[src/rtl/sd_sector_arbiter_pkg.sv]
// Shared types and sizes for the SD sector arbiter (sd_sector_arbiter).
package sd_arb_pkg;
   localparam int SD_NDRV  = 3;
   localparam int SD_LBA_W = 32;

   typedef enum logic [1:0] {
      IDLE  = 2'd0,
      ISSUE = 2'd1,
      XFER  = 2'd2,
      DONE  = 2'd3
   } sd_arb_state_t;
endpackage

[src/rtl/sd_sector_arbiter_if.sv]
// HPS block-transfer bus between the sector arbiter (master) and hps_io (slave).
interface sd_sector_arbiter_if
   import sd_arb_pkg::*;
#(
   parameter int NDRV  = SD_NDRV,
   parameter int LBA_W = SD_LBA_W
);
   logic [LBA_W-1:0] sd_lba;
   logic [NDRV-1:0]  sd_rd;
   logic [NDRV-1:0]  sd_wr;
   logic             sd_ack;

   modport master (output sd_lba, output sd_rd, output sd_wr, input sd_ack);
   modport slave  (input sd_lba, input sd_rd, input sd_wr, output sd_ack);
endinterface

[src/rtl/sd_sector_arbiter_rr.sv]
// Combinational round-robin picker: nearest pending slot after the last grant wins.
module sd_arb_rr
   import sd_arb_pkg::*;
#(
   parameter int NDRV = SD_NDRV
) (
   input  logic [NDRV-1:0] pend,
   input  logic [1:0]      last,
   output logic            grant_valid,
   output logic [1:0]      grant_idx
);
   logic [2:0] raw_s;
   logic [1:0] idx_s;

   // Scan farthest-first so the closest hit after last overrides earlier ones.
   always_comb begin
      grant_valid = 1'b0;
      grant_idx   = 2'd0;
      raw_s       = 3'd0;
      idx_s       = 2'd0;
      for (int k = NDRV; k >= 1; k--) begin
         raw_s       = {1'b0, last} + 3'(k);
         idx_s       = (raw_s >= 3'(NDRV)) ? 2'(raw_s - 3'(NDRV)) : raw_s[1:0];
         grant_valid = grant_valid | pend[idx_s];
         grant_idx   = pend[idx_s] ? idx_s : grant_idx;
      end
   end
endmodule

[src/rtl/sd_sector_arbiter.sv]
// Schedules per-drive sector requests onto the single hps_io block bus.
// Optional SD_WRITE_EN: when undefined, write requests are rejected with err.
module sd_sector_arbiter
   import sd_arb_pkg::*;
#(
   parameter int          NDRV    = SD_NDRV,
   parameter int          LBA_W   = SD_LBA_W,
   parameter logic [23:0] TIMEOUT = 24'd5_000_000
) (
   input  logic                  clk_sys,
   input  logic                  areset,
   input  logic [NDRV-1:0]       req_valid,
   input  logic [NDRV-1:0]       req_wr,
   input  logic [NDRV*LBA_W-1:0] req_lba,
   output logic [NDRV-1:0]       req_ready,
   output logic [NDRV-1:0]       done,
   output logic [NDRV-1:0]       err,
   input  logic [NDRV-1:0]       img_mounted,
   sd_sector_arbiter_if.master   sd,
   output logic                  busy,
   output logic [1:0]            active_drv
);
   sd_arb_state_t    state_r, state_nxt_s;
   logic [NDRV-1:0]  pend_r, done_r, err_r;
   logic [LBA_W-1:0] lba_r [NDRV];
   logic [1:0]       last_r, last_nxt_s, act_r, act_nxt_s, grant_idx_s;
   logic             act_err_r, act_err_nxt_s, grant_valid_s, timeout_s;
   logic [23:0]      cnt_r, cnt_nxt_s;
   logic [LBA_W-1:0] sd_lba_r, sd_lba_nxt_s;
   logic [NDRV-1:0]  sd_rd_r, sd_rd_nxt_s, sd_wr_r, sd_wr_nxt_s;
   logic [NDRV-1:0]  accept_s, eligible_s, mount_abort_s, wr_reject_s;
   logic [NDRV-1:0]  fsm_done_s, fsm_err_s;
`ifdef SD_WRITE_EN
   logic [NDRV-1:0]  wr_r;
   assign wr_reject_s = '0;
`else
   assign wr_reject_s = accept_s & req_wr;
`endif

   assign accept_s   = req_valid & ~pend_r;
   // A slot whose completion is being reported, or which is being unmounted, must not be granted.
   assign eligible_s = pend_r & ~done_r & ~img_mounted;
   assign timeout_s  = (cnt_r == (TIMEOUT - 24'd1));

   assign req_ready  = ~pend_r;
   assign done       = done_r;
   assign err        = err_r;
   assign busy       = (state_r != IDLE);
   assign active_drv = act_r;
   assign sd.sd_lba  = sd_lba_r;
   assign sd.sd_rd   = sd_rd_r;
   assign sd.sd_wr   = sd_wr_r;

   sd_arb_rr #(.NDRV(NDRV)) u_rr (
      .pend        (eligible_s),
      .last        (last_r),
      .grant_valid (grant_valid_s),
      .grant_idx   (grant_idx_s)
   );

   // Unmount of a waiting, non-granted slot aborts it immediately.
   always_comb begin
      mount_abort_s = '0;
      for (int i = 0; i < NDRV; i++) begin
         mount_abort_s[i] = img_mounted[i] & pend_r[i] & ~done_r[i] & ~(busy & (act_r == 2'(i)));
      end
   end

   // State register.
   always_ff @(posedge clk_sys) begin
      if (areset) begin
         state_r <= IDLE;
      end else begin
         state_r <= state_nxt_s;
      end
   end

   // Next-state decision.
   always_comb begin
      state_nxt_s = state_r;
      case (state_r)
         IDLE:    state_nxt_s = grant_valid_s ? ISSUE : IDLE;
         ISSUE:   state_nxt_s = sd.sd_ack ? XFER : (timeout_s ? DONE : ISSUE);
         XFER:    state_nxt_s = sd.sd_ack ? XFER : DONE;
         DONE:    state_nxt_s = IDLE;
         default: state_nxt_s = IDLE;
      endcase
   end

   // Per-state outputs and datapath updates.
   always_comb begin
      sd_lba_nxt_s  = sd_lba_r;
      sd_rd_nxt_s   = sd_rd_r;
      sd_wr_nxt_s   = sd_wr_r;
      act_nxt_s     = act_r;
      cnt_nxt_s     = cnt_r;
      last_nxt_s    = last_r;
      act_err_nxt_s = act_err_r | (busy & img_mounted[act_r]);
      fsm_done_s    = '0;
      fsm_err_s     = '0;
      case (state_r)
         IDLE: begin
            act_err_nxt_s = 1'b0;
            if (grant_valid_s) begin
               act_nxt_s    = grant_idx_s;
               sd_lba_nxt_s = lba_r[grant_idx_s];
               cnt_nxt_s    = 24'd0;
               sd_rd_nxt_s  = '0;
               sd_wr_nxt_s  = '0;
`ifdef SD_WRITE_EN
               if (wr_r[grant_idx_s]) begin
                  sd_wr_nxt_s[grant_idx_s] = 1'b1;
               end else begin
                  sd_rd_nxt_s[grant_idx_s] = 1'b1;
               end
`else
               sd_rd_nxt_s[grant_idx_s] = 1'b1;
`endif
            end else begin
               cnt_nxt_s = cnt_r;
            end
         end
         ISSUE: begin
            if (sd.sd_ack) begin
               sd_rd_nxt_s = '0;
               sd_wr_nxt_s = '0;
            end else if (timeout_s) begin
               sd_rd_nxt_s   = '0;
               sd_wr_nxt_s   = '0;
               act_err_nxt_s = 1'b1;
            end else begin
               cnt_nxt_s = cnt_r + 24'd1;
            end
         end
         XFER: begin
            cnt_nxt_s = cnt_r;
         end
         DONE: begin
            fsm_done_s[act_r] = 1'b1;
            fsm_err_s[act_r]  = act_err_r | img_mounted[act_r];
            last_nxt_s        = act_r;
         end
         default: begin
            sd_rd_nxt_s = '0;
            sd_wr_nxt_s = '0;
         end
      endcase
   end

   // Datapath and completion registers.
   always_ff @(posedge clk_sys) begin
      if (areset) begin
         sd_lba_r  <= '0;
         sd_rd_r   <= '0;
         sd_wr_r   <= '0;
         act_r     <= 2'd0;
         cnt_r     <= 24'd0;
         last_r    <= 2'd0;
         act_err_r <= 1'b0;
         done_r    <= '0;
         err_r     <= '0;
      end else begin
         sd_lba_r  <= sd_lba_nxt_s;
         sd_rd_r   <= sd_rd_nxt_s;
         sd_wr_r   <= sd_wr_nxt_s;
         act_r     <= act_nxt_s;
         cnt_r     <= cnt_nxt_s;
         last_r    <= last_nxt_s;
         act_err_r <= act_err_nxt_s;
         done_r    <= fsm_done_s | mount_abort_s | wr_reject_s;
         err_r     <= fsm_err_s | mount_abort_s | wr_reject_s;
      end
   end

   // Request slots: freed the cycle after their completion pulse.
   always_ff @(posedge clk_sys) begin
      if (areset) begin
         pend_r <= '0;
         lba_r  <= '{default: '0};
`ifdef SD_WRITE_EN
         wr_r   <= '0;
`endif
      end else begin
         for (int i = 0; i < NDRV; i++) begin
            if (accept_s[i]) begin
               pend_r[i] <= 1'b1;
               lba_r[i]  <= req_lba[i*LBA_W +: LBA_W];
`ifdef SD_WRITE_EN
               wr_r[i]   <= req_wr[i];
`endif
            end else if (done_r[i]) begin
               pend_r[i] <= 1'b0;
            end else begin
               pend_r[i] <= pend_r[i];
            end
         end
      end
   end
endmodule

[src/flat_wrapper.sv]
// flat-port wrapper written by rule: the top's interface ports become plain ports
module sd_sector_arbiter_flat import sd_arb_pkg::*;
#(
   parameter int          NDRV    = SD_NDRV,
   parameter int          LBA_W   = SD_LBA_W,
   parameter logic [23:0] TIMEOUT = 24'd5_000_000
)
  (clk_sys, areset, req_valid, req_wr, req_lba, req_ready, done, err, img_mounted, busy, active_drv, sd_sd_lba, sd_sd_rd, sd_sd_wr, sd_sd_ack);
  sd_sector_arbiter_if #(.NDRV(NDRV), .LBA_W(LBA_W)) sd_i ();
  input  logic clk_sys;
  input  logic areset;
  input  logic [NDRV-1:0] req_valid;
  input  logic [NDRV-1:0] req_wr;
  input  logic [NDRV*LBA_W-1:0] req_lba;
  output logic [NDRV-1:0] req_ready;
  output logic [NDRV-1:0] done;
  output logic [NDRV-1:0] err;
  input  logic [NDRV-1:0] img_mounted;
  output logic busy;
  output logic [1:0] active_drv;
  output wire logic [$bits(sd_i.sd_lba)-1:0] sd_sd_lba;
  output wire logic [$bits(sd_i.sd_rd)-1:0] sd_sd_rd;
  output wire logic [$bits(sd_i.sd_wr)-1:0] sd_sd_wr;
  input wire logic [$bits(sd_i.sd_ack)-1:0] sd_sd_ack;
  assign sd_sd_lba = sd_i.sd_lba;
  assign sd_sd_rd = sd_i.sd_rd;
  assign sd_sd_wr = sd_i.sd_wr;
  assign sd_i.sd_ack = sd_sd_ack;
  sd_sector_arbiter #(.NDRV(NDRV), .LBA_W(LBA_W), .TIMEOUT(TIMEOUT)) u_core (.clk_sys(clk_sys), .areset(areset), .req_valid(req_valid), .req_wr(req_wr), .req_lba(req_lba), .req_ready(req_ready), .done(done), .err(err), .img_mounted(img_mounted), .sd(sd_i), .busy(busy), .active_drv(active_drv));
endmodule
[config.mk]
export PLATFORM = sky130hd
export DESIGN_NAME = sd_sector_arbiter_flat
export DESIGN_NICKNAME = d
export VERILOG_FILES = /design/src/rtl/sd_sector_arbiter_pkg.sv /design/src/rtl/sd_sector_arbiter_if.sv /design/src/rtl/sd_sector_arbiter_rr.sv /design/src/rtl/sd_sector_arbiter.sv /design/src/flat_wrapper.sv
export SDC_FILE = /design/constraint.sdc
export NUM_CORES = 1
export LEC_CHECK = 0
export CAP_MARGIN = 15
export CORE_MARGIN = 2
export CORE_UTILIZATION = 50
export DETAILED_ROUTE_END_ITERATION = 10
export HOLD_SLACK_MARGIN = 0.06
export PLACE_DENSITY = 0.78
export SYNTH_ARGS = -nofsm -noshare
export SYNTH_HDL_FRONTEND = slang
export SYNTH_SLANG_ARGS = --single-unit
export TNS_END_PERCENT = 5
[constraint.sdc]
create_clock -name clk_sys -period 3.35 [get_ports clk_sys]
set_input_delay 0.67 -clock clk_sys [delete_from_list [all_inputs] [get_ports clk_sys]]
set_output_delay 0.67 -clock clk_sys [all_outputs]
set_load 0.03 [all_outputs]
# Word-level counts from Yosys, hierarchy flattened
# Cells that the tools add are included.
# totals
reg_bits	174
inputBits	108
output_inout_bits	50
word_cells	139
# classes
add_sub_neg	7
magnitude_cmp	11
n_eq_ne	10
n_mux	47
n_bitwise	36
n_reduce_logical	12
# ops
op	n
24-bit two-way mux	3
32-bit binary-select mux with 2-bit select	1
32-bit two-way mux	2
24-bit case mux with 2 select lines	1
24-bit by 1-bit adder with 24-bit output, second input constant	1
24-bit by 23-bit == test with 1-bit output, second input constant	1
3-bit two-way mux	6
1-bit two-way mux	16
2-bit two-way mux	8
3-bit AND	5
2-bit by 3-bit less-than comparator with 1-bit output, second input constant	5
1-bit AND	13
3-bit OR	4
3-bit case mux with 2 select lines	2
2-bit nonzero test	5
3-bit by 2-bit >= comparator with 1-bit output, second input constant	3
3-bit NOT	3
1-bit binary-select mux with 2-bit select	4
2-bit case mux with 4 select lines	1
2-bit by 2-bit adder with 3-bit output, second input constant	2
2-bit == test, second input constant	3
1-bit NOT	6
2-bit subtractor, second input constant	3
1-bit demux with 2-bit select	2
other kinds (15)	23

# Longest topological paths before layout
# Gate-level depths: netlist (run 1).
# depth
depth_word	14
depth_mapped	11
ltp_nobuf	7

# Hierarchy
# Synthesis (run 1) repeated with hierarchy kept, for this count alone.
# unflattened
cells_unflattened	926
hier_area_um2	7317.0
# by_module_without_submodules
module	instances	cells_per_inst	area_each_um2	seq_area_each_um2
sd_sector_arbiter	1	899	7118.1	3423.3
sd_arb_rr	1	27	198.9	0.0

# Least setup slack after synthesis (run 1)
# OpenSTA, ideal clock, no wires.
# synth_path
path_type	in2reg
startpoint	input img_mounted[0]
endpoint	register u_core.cnt_r[14]
setup_ns	0.070
arrival_time_ns	2.503
required_ns	3.280
slack_ns	0.776
path_stages	8
path_buffers	3
cell_sequence	or3b_1 -> buf_2 -> o32a_1 -> and4_4 -> buf_6 -> buf_6 -> or4_1 -> a21oi_1
# synth_between
elab_chain_len	8
word_cells_on_any_way	12
classes_between	1 x eq/ne; 6 x mux; 4 x bitwise; 1 x reduce/logical
# synth_rtl
item	line	rtl
from (decl)	flat_wrapper.sv:18	input logic [NDRV-1:0] img_mounted;
3-bit NOT *	sd_sector_arbiter.sv:42	assign eligible_s = pend_r & ~done_r & ~img_mounted;
3-bit AND *	sd_sector_arbiter.sv:42	
1-bit binary-select mux with 2-bit select	sd_sector_arbiter_rr.sv:24	grant_valid = grant_valid | pend[idx_s];
1-bit two-way mux (implied by the code)	sd_sector_arbiter_rr.sv:24	
1-bit OR	sd_sector_arbiter_rr.sv:24	
1-bit OR *	sd_sector_arbiter_rr.sv:24	
2-bit by 1-bit != test with 1-bit output (no source line) *	-	
4-bit AND reduction (no source line) *	-	
to (signal assigned)	sd_sector_arbiter.sv:167	cnt_r <= cnt_nxt_s;
to (decl)	sd_sector_arbiter.sv:28	logic [23:0] cnt_r, cnt_nxt_s;
# Mark *: on every way between the ends. The rest lies on a longest branch, timed or not. The select of a mux whose other input is x is not followed.
# A chain may end at the register's enable or synchronous reset.

==> results.md, run 1 <==
- Htree depth: 4
- Total Neg Setup Slack: 0 ns
- Vias per inst: a little under 6
- CTS Buffer Depth: 2
- Period Utilization, post-route: 85.6%
- Final Max Slew Viols: 0
- Worst-path maximum fanout: 15
- Residual DRC: 0
- Synth Cell Area: 0.00842 mm²
- Final setup vio count: 0
- Initial antenna violation count: 1
- Synthesis warning total: 0
- Slew HR: a little over two fifths
- Worst vdd ir: 402 µV
- Pin count of the biggest net entering global routing: 69
- PortBufs: 154
- Nets: 1303
- Most frequent cells in the layout: nand2_1 (257), dfxtp_1 (171), clkdlybuf4s50_1 (153)
- Most common cell after layout, fill and taps aside: nand2_1
- Number of synthesized flops with an enable pin: 0
- PwrDens: 490 mW/mm²
- P_int: 3.72 mW
- Clk_lat worst skew: 0.43 ns
- Switch share: 29.3%
- Combinational share of power: 19.5%
- Max Cap Violations: 0
- Boundary Pins: 158
- Post-CTS Setup Bufs: 0
- CTS tree: built
- Fraction of registers with async set/reset: 0%
- Hold Crit Class: reg -> reg
- Final non-filler cell area: 0.0107 mm²
- Worst Skew: 0.00746 ns
- Flops & latches, synth: approximately 170
- Reg power frac: 43.4%
- CP arrival: roughly 2.2 ns
- Critical path class: reg -> out
- # rows: 47
- TritonCTS buffer count: 17
- Clk slew on worst S/H paths: 0.07 ns
- DR pass1 iterations: 5
- Worst Setup Start Kind: flip-flop
- CP endpoint kind: output port
- Hold Buf Count CTS: 0
- Routed Antenna Nets: 0
- Die Wd: 134 µm
- Clk root buf: clkbuf_16
- Syn Inst Count: 1089
- Die ar.: 0.0179 mm²
- # clock sinks: 171
- Critical path required time: 2.68 ns
- Post-synth top flop: dfxtp_1
- Post-synth cell types: 61
- Lkg Pwr: 4.06 nW
- Core area: 0.0165 mm²
- Routed wire length: about 24 mm
- Maximum clock rate: 349 MHz
- Syn avg cell area: 7.74 µm²
- Status: finished clean
- Initial drt markers: 670
- Sequential area share after synthesis: about two fifths
- Dpl hpwl: 15.9 mm
- All-Layer GR Usage: 26.8%
- Via count: 8376
- Clock power share: a little under two fifths
- Min Tclk post-route: approximately 2.9 ns
- RSZ-0062 raised after global routing: false
- Total grt overflow: 0
- Ratio of cells with drive above 1 in the final layout: 8.72%
- Final hold viol count: 0
- NetSw: around 1.5 mW
- First-pass GRT wire length: 38.5 mm
- Final RePlAce weighted congestion: about 0.85
- Post-CTS Resized: 0
- Initial Util: approximately half
- Routed WL per cell: around 17 µm
- Die Height: 134 µm
- Placed Area: just over 0.01 mm²
- Vias in the first global route: 7693
- Worst slew pin tran: 0.839 ns
- P&R area growth vs syn: 27.3%
per-layer routing:
layer / routed length (µm) / part of all wire (%) / track usage [%]
met2: 11900 / 49 / 45.9
met3: 1560 / 6.4 / 5.03
met1: 10100 / 42 / 33.4
met4: 633 / 2.6 / 10.5
met5: 0 / 0 / 0
kinds of logic (layout without fill, tap and decap cells):
kind of cell / Yosys count / in the layout / share of synthesized area [%]
muxes: 46 / 46 / 5.48
xor gates and xnor gates: 3 / 3 / 0.312
adders and majority gates: 4 / 4 / 0.594
other: 1 / 4 / 0.0445
DFF: 171 / 171 / 40.6
and+or+nand+nor: 503 / 503 / 29.2
buffers and inverters: 108 / 221 / 5.27
AOI/OAI and AO/OA: 253 / 253 / 18.4
cell usage after synthesis (all sizes together) (3+ instances only):
cell type	instances	area, µm²
nand4	40	250
nor2b	6	37.5
and3	4	25.0
mux2i	45	450
inv	11	41.3
a22o	3	26.3
or4	7	52.6
nor3	6	35.0
dfxtp	171	3420
ha	4	50.1
xnor2	3	26.3
o21a	3	22.5
nand2b	17	106
nor4	13	81.3
and2	35	219
nand3	43	215
or3b	3	26.3
buf	27	140
nor2	21	78.8
clkbuf	70	263
nor4b	6	52.6
nand2	257	965
o21ai	37	185
a21oi	146	731
a32o	34	340
o31ai	7	52.6
or2	32	200
through the flow:
step	util [%]	std cells	worst slack [ns]	power, mW	hold slack, ns
2_1_floorplan	-	1091	0.776	2.90	0.432
3_3_place_gp	61.3	1392	0.400	3.32	0.439
3_5_place_dp	61.3	1392	0.341	3.34	0.442
4_1_cts	64.9	1424	0.513	5.27	0.451
5_1_grt	64.9	1425	0.283	5.46	0.468
6_report	64.9	1425	0.483	5.26	0.452
cell type report:
type | instances | area (µm²)
antenna | 1 | 2.50
clock buffer | 18 | 439
clock inverter | 14 | 145
fill | 1401 | 5800
inverter | 11 | 41.3
multi-input combinational | 812 | 4620
sequential | 171 | 3420
tap | 220 | 275
timing repair buffer | 178 | 1770
worst paths after layout:
kind	end	cells past startpoint	from	slack [ns]
worst max-delay path	busy	3	flip-flop	0.48
worst min-delay path	u_core.lba_r[6]	2	u_core.lba_r[6]	0.45
worst max register to register	u_core.sd.sd_lba[28]	7	u_core.last_r[0]	0.52
worst min register to register	u_core.lba_r[6]	2	u_core.lba_r[6]	0.45
power by group through the flow:
| stage | clock network, mW | registers, mW | logic, mW |
|---|---|---|---|
| global placement | 0 | 2.32 | 1.00 |
| CTS | 1.96 | 2.28 | 1.02 |
| detailed placement | 0 | 2.32 | 1.02 |
| floorplan | 0 | 2.39 | 0.515 |
| finish | 1.95 | 2.28 | 1.03 |
| global route | 2.06 | 2.30 | 1.10 |
flip-flops by register name, summed over array words and instances (netlist names), named ones only:
signal,cells
u_core.last_r,2
u_core.state_r,1
u_core.done,3
u_core.cnt_r,24
u_core.pend_r,3
u_core.sd.sd_lba,32
u_core.act_err_r,1
u_core.active_drv,2
u_core.err,3
u_core.sd.sd_rd,3
u_core.lba_r,96
worst max-delay path, cell delays in order, from the launching register on:
cell and delay [ns]:
dfxtp_1 0.69, nor2_1 0.27, inv_1 0.14, clkdlybuf4s50_1 0.67
Power figures use the tool's default switching activity.
==> run 2, diff against run 1 <==
SLEW_MARGIN = 25   (was default)
==> results of run 2 <==
Same layout as run 1: the final DEF is identical, and so are final timing and power.
==> run 3, diff against run 2 <==
GPL_TIMING_DRIVEN = 0   (was default)
==> run 3 against run 2 <==
Compared with the run above: non-clock buffer count rose by 71; global-route usage rose by 1.4 points; highest routed layer unchanged; register-to-register slack got worse by 0.37 ns; critical endpoint is now u_core.sd.sd_lba[21]; total power rose by 1.0%; die area did not move; core utilization rose by 0.67 points.
==> results.md, run 3 (synthesis gave the netlist of run 1 again) <==
- Critical R2R Launch: u_core.last_r[0]
- Routed Antenna Nets: 0 (unchanged)
- Hold Buf Count CTS: 0 (unchanged)
- CTS Buffer Depth: 2 (unchanged)
- Ratio of cells with drive above 1 in the final layout: 7.29% (-1.4 points)
- Die Wd: 134 µm (unchanged)
- P&R area growth vs syn: 28.6%
- Worst vdd ir: 416 µV (+3.4%)
- Initial Util: 51.0% (unchanged)
- Final Total Pwr: 5.31 mW (+1.0%)
- CTS tree: built
- Slew HR: 43.1% (+0.51 points)
- Dpl hpwl: 18.6 mm (+17%)
- Htree depth: 4 (unchanged)
- Final setup vio count: 0 (unchanged)
- Worst Setup Start Kind: flip-flop
- Post-CTS Resized: 2 (+2)
- Largest delay share family, worst path: buffers and inverters
- Metal-1 WL: 11.1 mm (+9.3%)
- All-Layer GR Usage: 28.3% (+1.4 points)
- Initial drt markers: 912 (+36%)
- Total grt overflow: 0 (unchanged)
- Clk_lat worst skew: 0.44 ns (about the same)
- Dpl cells: 1463 (+5.1%)
- CP endpoint: u_core.sd.sd_lba[21]
- Clk slew on worst S/H paths: 0.07 ns (about the same)
- Most frequent cells in the layout: nand2_1 (257), dfxtp_1 (171), clkdlybuf4s50_1 (152)
- Max FFs per register: 96 (unchanged)
- Final RePlAce weighted congestion: 0.908 (+6.5%)
- Vias in the first global route: 7843 (+1.9%)
- Die ar.: 0.0179 mm² (unchanged)
- Pin count of the biggest net entering global routing: 18 (-74%)
- Final Non-Filler Cells: 1496 (+5.0%)
- Routed WL per cell: 17.1 µm (+0.56%)
- Residual DRC: 0 (unchanged)
- Top layer in use: met4
- CP max-delay cell: dfxtp_1
- Hold Crit Class: reg -> reg
- Final Max Slew Viols: 0 (unchanged)
- RSZ-0062 raised after global routing: false
- Final hold viol count: 0 (unchanged)
- TritonCTS buffer count: 17 (unchanged)
- Vias per inst: 5.83 (-0.86%)
- First-pass GRT wire length: 40.2 mm (+4.4%)
- Worst-path maximum fanout: 10 (-5)
- Post-CTS Setup Bufs: 0 (unchanged)
- Boundary Pins: 158 (unchanged)
- Worst slew pin tran: 0.832 ns (-0.00744 ns)
- Total length of routed met3 wires: 1.92 mm (+23%)
- Min Tclk post-route: 3.20 ns (+0.336 ns)
- Critical path required time: 3.73 ns (+1.05 ns)
- Critical path class: reg -> reg
- # rows: 47 (unchanged)
- Reg-to-reg slack, setup: 0.15 ns (-0.37 ns)
- WP depth: 10 (+7)
- Clk root buf: clkbuf_16
- Worst r2r path cells: 10 (+3)
- Routed wire length: 25.6 mm (+5.6%)
- Largest stage delay on the critical path: 0.48 ns (-0.21 ns)
- Max Cap Violations: 0 (unchanged)
- Core area: 0.0165 mm² (unchanged)
- PortBufs: 152 (-1.3%)
- DR pass1 iterations: 6 (+1)
- CP endpoint kind: flip-flop
- Lkg Pwr: 4.07 nW (+0.22%)
- PwrDens: 490 mW/mm² (about the same)
- Critical path origin: u_core.last_r[0]
- Status: finished clean
- Worst Skew: 0.00794 ns (+0.000483 ns)
- Nets: 1374 (+5.4%)
- # clock sinks: 171 (unchanged)
- CP bufs+invs: 4 (+2)
- CP Cell Sequence: inv_1, ha_1, clkbuf_1, o21ai_0, o32a_1, and4_4, buf_6, nor3_2, buf_2, a32o_1
- Via count: 8718 (+4.1%)
- Metal2 WL: 11.8 mm (-1.2%)
- Period Utilization, post-route: 95.6% (+10 points)
- Maximum clock rate: 312 MHz (-10%)
- FF-to-FF End: u_core.sd.sd_lba[21]
- Most common cell after layout, fill and taps aside: nand2_1
- Initial antenna violation count: 1 (unchanged)
- CP arrival: 3.58 ns (+1.38 ns)
- Reg with most FFs: u_core.lba_r
- Die Height: 134 µm (unchanged)
## run 3: worst min-delay path, stage by stage (launching register included)
cell,delay (ns)
dfxtp_1,0.31
nand2_1,0.05
a21oi_1,0.05
## run 3: layout make-up
| type | count | area (µm²) |
|---|---|---|
| flip-flops and latches | 171 | 3420 |
| fillers | 1390 | 5690 |
| diodes | 1 | 2.50 |
| multi-input cells | 812 | 4580 |
| well taps | 220 | 275 |
| plain buffers | 97 | 408 |
| repair buffers | 152 | 1520 |
| clock buffers | 18 | 429 |
| inverters | 11 | 41.3 |
| clock inverters | 14 | 153 |
## run 3: power breakdown
| part | internal, mW | switching (mW) | total, mW |
|---|---|---|---|
| Sequential | 2.17 | 0.0908 | 2.26 |
| Combinational | 0.428 | 0.651 | 1.08 |
| Clock | 1.06 | 0.913 | 1.97 |
| Total | 3.66 | 1.65 | 5.31 |
## run 3: per-stage QoR
| stage | util (%) | TNS, ns | setup WS (ns) | cell area [µm²] | hold WS, ns |
|---|---|---|---|---|---|
| final | 65.5 | 0 | 0.147 | 10800 | 0.450 |
| after detailed placement | 61.9 | -10.29 | -0.404 | 10200 | 0.442 |
| after global routing | 65.5 | 0 | 0.0165 | 10800 | 0.465 |
| after global placement | 61.9 | -8.10 | -0.359 | 10200 | 0.438 |
| after floorplan | - | 0 | 0.776 | 8430 | 0.432 |
| after CTS | 65.5 | 0 | 0.0297 | 10800 | 0.453 |
## run 3: layer usage
layer,vias to the layer above,track usage [%]
li1,4174,-
met4,0,12.0
met2,400,44.3
met5,-,0
met1,4095,38.3
met3,49,5.22
## run 3: how the worst min path moves through the flow
stage / from / to / slack, ns / cells past startpoint
6_report: u_core.lba_r[24] / u_core.lba_r[24] / 0.45 / 2
5_1_grt: u_core.lba_r[15] / u_core.lba_r[15] / 0.46 / 2
4_1_cts: u_core.lba_r[19] / u_core.lba_r[19] / 0.45 / 2
3_5_place_dp: u_core.lba_r[19] / u_core.lba_r[19] / 0.44 / 2
3_3_place_gp: u_core.lba_r[23] / u_core.lba_r[23] / 0.44 / 2
2_1_floorplan: u_core.lba_r[0] / u_core.lba_r[0] / 0.43 / 2
